`src/rtl/pmci_axi_id_tracker.sv`:
```
// Reflects AXI IDs across an ID-less AXI-lite fabric: AW/AR IDs are queued in
// per-channel in-order FIFOs and returned as BID/RID on the matching response.
module pmci_axi_id_tracker #(
   parameter int ID_W  = 8,
   parameter int DEPTH = 4,
   parameter int CNT_W = $clog2(DEPTH + 1)
) (
   input  logic             clk_csr,
   input  logic             reset_csr,
   input  logic [ID_W-1:0]  aw_id_i,
   input  logic             aw_valid_i,
   output logic             aw_ready_o,
   output logic             aw_valid_o,
   input  logic             aw_ready_i,
   input  logic             b_valid_i,
   input  logic             b_ready_i,
   output logic [ID_W-1:0]  b_id_o,
   input  logic [ID_W-1:0]  ar_id_i,
   input  logic             ar_valid_i,
   output logic             ar_ready_o,
   output logic             ar_valid_o,
   input  logic             ar_ready_i,
   input  logic             r_valid_i,
   input  logic             r_ready_i,
   output logic [ID_W-1:0]  r_id_o,
   output logic [CNT_W-1:0] wr_outstanding_o,
   output logic [CNT_W-1:0] rd_outstanding_o,
   output logic [1:0]       orphan_err_o,
   input  logic             err_clr_i
);

   localparam int PTR_W = (DEPTH > 1) ? $clog2(DEPTH) : 1;

   // Index 0 is the write channel (AW/B), index 1 the read channel (AR/R).
   logic [ID_W-1:0]  mem [2][DEPTH];
   logic [PTR_W-1:0] wptr [2];
   logic [PTR_W-1:0] rptr [2];
   logic [CNT_W-1:0] cnt  [2];
   logic [ID_W-1:0]  id_in [2];
   logic [1:0]       full;
   logic [1:0]       push;
   logic [1:0]       rsp_hs;
   logic [1:0]       pop;

   function automatic logic [PTR_W-1:0] ptr_inc(input logic [PTR_W-1:0] p);
      return (p == PTR_W'(DEPTH - 1)) ? '0 : p + PTR_W'(1);
   endfunction

   // Full comes from the registered count only, so a pop cannot unblock issue in its own cycle.
   assign full[0]    = (cnt[0] == CNT_W'(DEPTH));
   assign full[1]    = (cnt[1] == CNT_W'(DEPTH));

   assign aw_ready_o = aw_ready_i & ~full[0];
   assign aw_valid_o = aw_valid_i & ~full[0];
   assign ar_ready_o = ar_ready_i & ~full[1];
   assign ar_valid_o = ar_valid_i & ~full[1];

   assign id_in[0]   = aw_id_i;
   assign id_in[1]   = ar_id_i;
   assign push[0]    = aw_valid_o & aw_ready_i;
   assign push[1]    = ar_valid_o & ar_ready_i;
   assign rsp_hs[0]  = b_valid_i & b_ready_i;
   assign rsp_hs[1]  = r_valid_i & r_ready_i;
   assign pop[0]     = rsp_hs[0] & (cnt[0] != '0);
   assign pop[1]     = rsp_hs[1] & (cnt[1] != '0);

   assign b_id_o     = (cnt[0] != '0) ? mem[0][rptr[0]] : '0;
   assign r_id_o     = (cnt[1] != '0) ? mem[1][rptr[1]] : '0;

   assign wr_outstanding_o = cnt[0];
   assign rd_outstanding_o = cnt[1];

   always_ff @(posedge clk_csr) begin
      if (reset_csr) begin
         for (int c = 0; c < 2; c++) begin
            wptr[c] <= '0;
            rptr[c] <= '0;
            cnt[c]  <= '0;
         end
         orphan_err_o <= '0;
      end else begin
         for (int c = 0; c < 2; c++) begin
            if (push[c]) begin
               mem[c][wptr[c]] <= id_in[c];
               wptr[c]         <= ptr_inc(wptr[c]);
            end
            if (pop[c]) rptr[c] <= ptr_inc(rptr[c]);
            if (push[c] && !pop[c]) cnt[c] <= cnt[c] + CNT_W'(1);
            else if (pop[c] && !push[c]) cnt[c] <= cnt[c] - CNT_W'(1);
            // A response with nothing queued is an orphan; setting beats clearing.
            if (rsp_hs[c] && !pop[c]) orphan_err_o[c] <= 1'b1;
            else if (err_clr_i) orphan_err_o[c] <= 1'b0;
         end
      end
   end

endmodule

```
`config.mk`:
```
export PLATFORM = sky130hd
export DESIGN_NAME = pmci_axi_id_tracker
export DESIGN_NICKNAME = d
export VERILOG_FILES = /design/src/rtl/pmci_axi_id_tracker.sv
export SDC_FILE = /design/constraint.sdc
export NUM_CORES = 1
export LEC_CHECK = 0
export ABC_AREA = 1
export CORE_MARGIN = 4
export CORE_UTILIZATION = 54
export CTS_CLUSTER_DIAMETER = 80
export CTS_CLUSTER_SIZE = 10
export DETAILED_ROUTE_END_ITERATION = 7
export GPL_TIMING_DRIVEN = 0
export PLACE_DENSITY = 0.8
export SYNTH_ARGS = -nofsm -noshare
export SYNTH_HDL_FRONTEND = slang
export SYNTH_SLANG_ARGS = --single-unit
```
`constraint.sdc`:
```
create_clock -name clk_csr -period 2.4 [get_ports clk_csr]
set_input_delay 0.36 -clock clk_csr [delete_from_list [all_inputs] [get_ports clk_csr]]
set_output_delay 0.36 -clock clk_csr [all_outputs]
set_load 0.1 [all_outputs]
```
==> qor.yml <==
critical_path_arrival_ps: 1960
netlist_area_sq_um: 3650
start_util_pct: 56.51
finalNetCount: 442
port_buffers: 54
dr.pass1.iters: 4
cts_buffer_depth: 2
finalMaxSlewViolations: 0
tns_ps: 0
cts_sinks: 80
end_kind: "output port"
path_cells: "a21oi_4, clkdlybuf4s15_1"
hold_viol: 0
run_status: "finished clean"
worstHoldEndpoint: "orphan_err_o[0]$_SDFFE_PP0P_"
layout_common_cells: "edfxtp_1 (78), nor2_1 (75), inv_1 (41)"
tightest_slew_ps: 979.9
synth_seq_cells: 80
setup_viol: 0
min_path_type: "flip-flop to flip-flop"
post-route-period-util_pct: 96.51
drtIter0Drc: 137
max_stage_delay_ps: 870
crit_type: "flip-flop to output port"
dieArea_sq_um: 8138
start_kind: "flip-flop"
r2r_slack_ps: 280
detail-route-antenna-nets: 0
synth_cell_type_count: 25
drc: 0
vias_per_cell: 5.226
clk_pin_slew_ps: 80
die_w_um: 90.21
cts_tree: "built"
clockRootBuffer: "clkbuf_8"
p_per_area_nw_per_um2: 808.0
synth_fp_nets: 379
place_hpwl_mm: 5.214
grt_pass1_vias: 2585
grt_max_degree: 16
r2r-start: "cnt[0][0]$_SDFFCE_PN0P_"
reg2reg_to: "cnt[0][2]$_SDFFCE_PN0P_"
vdd_drop_max_v: 0.0004974
placement_rows: 29
grt_first_pass_wirelength_mm: 11.88
wire_per_inst_um: 14.90
finClkSkew_ps: 8.212
core_sq_um: 6459
seqCellArea_sq_um: 2382
cpMaxStageDelayCell: "clkdlybuf4s15_1"
wirelength_mm: 7.196
crit_start: "cnt[0][2]$_SDFFCE_PN0P_"
area_growth_pct: 30.99
n_fill_cell: 436
final_util_pct: 74.02
max_clock_freq_mhz: 431.7
crit_fanout: 5
min_period_ps: 2316
place_ws_ps: -447.6
yosysWarnings: 0
max_slew_margin_pct: 34.47
clkLatencyLatePin_ps: 340
whs_ps: 481.7
leakage_nw: 1.844
multi_input_area_sq_um: 1308
num_io_pins: 55
avgSynthCellArea_sq_um: 10.80
min-delay-start: "orphan_err_o[0]$_SDFFE_PP0P_"
antenna_found_initial: 0
required_ps: 2040
finalPower_mw: 3.863
cts_made_buffers: 9
drv_cap: 0
holdBufCountCts: 0
ys_seq_area_share_pct: 65.27
layout_commonest_cell: "edfxtp_1"
ff2ff_path_depth: 10
grt-ovfl-total: 0
synthCells: 338
htreeDepth: 3
vias: 2524
die_h_um: 90.21
grt_usage_pct: 18.85
whs_path_depth: 2
routabilityCongestion: 0.8435
rsz0062_at_grt: "false"
finalWorstSetupSlack_ps: 83.83
diodes: 0
drive_gt1_share_pct: 22.66
==> synth_stat cells <==
cell type | instances | area [sq um]
nor2_4 | 2 | 22.52
buf_4 | 2 | 15.01
edfxtp_1 | 78 | 2342
xnor2_1 | 1 | 8.760
nor2_2 | 1 | 6.260
clkbuf_2 | 2 | 10.01
clkinv_1 | 2 | 7.510
inv_2 | 6 | 22.52
o21ai_0 | 32 | 160.2
a21oi_1 | 20 | 100.1
buf_2 | 4 | 20.02
nand2_2 | 5 | 31.28
nand3_4 | 1 | 17.52
fa_1 | 1 | 20.02
nand4_1 | 2 | 12.51
nand2_1 | 25 | 93.84
ha_1 | 13 | 162.7
nand3_2 | 2 | 20.02
xor2_1 | 2 | 17.52
o21ai_1 | 1 | 5.000
nand3_1 | 5 | 25.02
a21oi_2 | 1 | 8.760
nor2_1 | 86 | 322.8
dfxtp_1 | 2 | 40.04
inv_1 | 42 | 157.7
==> power by group <==
part / total (mW) / switching (mW) / internal, mW
logic: 1.16 / 0.860 / 0.302
registers: 1.62 / 0.0327 / 1.59
clock network: 1.08 / 0.487 / 0.596
==> cell families (layout without fill, tap and decap cells) <==
kind of cell	count (synthesis)	in the layout	synth area share [%]
and+or+nand+nor	129	129	15.12
DFF	80	80	65.27
buffers and inverters	58	126	6.376
AOI/OAI and AO/OA	54	54	7.508
adders and majority gates	14	14	5.005
xor gates and xnor gates	3	3	0.7200
==> worst max-delay path by stage <==
stage,endpoint,slack (ps),cells after the start
6_report,aw_ready_o,80,2
5_1_grt,r_id_o[7],6,7
4_1_cts,b_id_o[4],10,6
3_5_place_dp,b_id_o[4],-450,6
3_3_place_gp,r_id_o[0],-400,6
2_1_floorplan,mem[0][0]$_DFFE_PP_,-150,4
==> sequential cells by signal, summed over array words and instances, names as in the netlist <==
signal,flops
cnt,6
mem,64
orphan_err_o,2
rptr,4
wptr,4
==> cell type report <==
cell class	instances	share of cell area, %
well taps	77	2.015
flip-flops and latches	80	49.83
multi-input cells	200	27.35
plain buffers	6	0.7328
inverters	50	4.214
clock buffers	9	2.591
repair buffers	54	11.15
clock inverters	7	2.120
==> routing by layer <==
metal / global-route usage, % / up-vias / wire length (um)
met5: 0 / - / 0
met1: 22.38 / 1196 / 2947
met3: 5.008 / 13 / 345
met4: 9.949 / 0 / 133
li1: - / 1248 / -
met2: 31.43 / 67 / 3770
==> worst max-delay path, delay by kind of cell, from the launching register on <==
family | cells | cell delay, ps
flip-flops | 1 | 520
AO/OA/AOI/OAI | 1 | 230
buffers and inverters | 1 | 870
==> what timing repair did <==
action / 4_1_cts / 5_1_grt
endpoints found under the setup margin: 21 / 18
buffers inserted: 0 / 0
resized for setup: 105 / 13
endpoints found under the hold margin: 0 / 0
==> through the flow <==
stage	std cells	area (sq um)
floorplan	338	3936
global placement	469	4573
detailed placement	469	4573
CTS	485	4757
global route	483	4781
finish	483	4781
No activity file was read; power rests on OpenSTA's default activity.
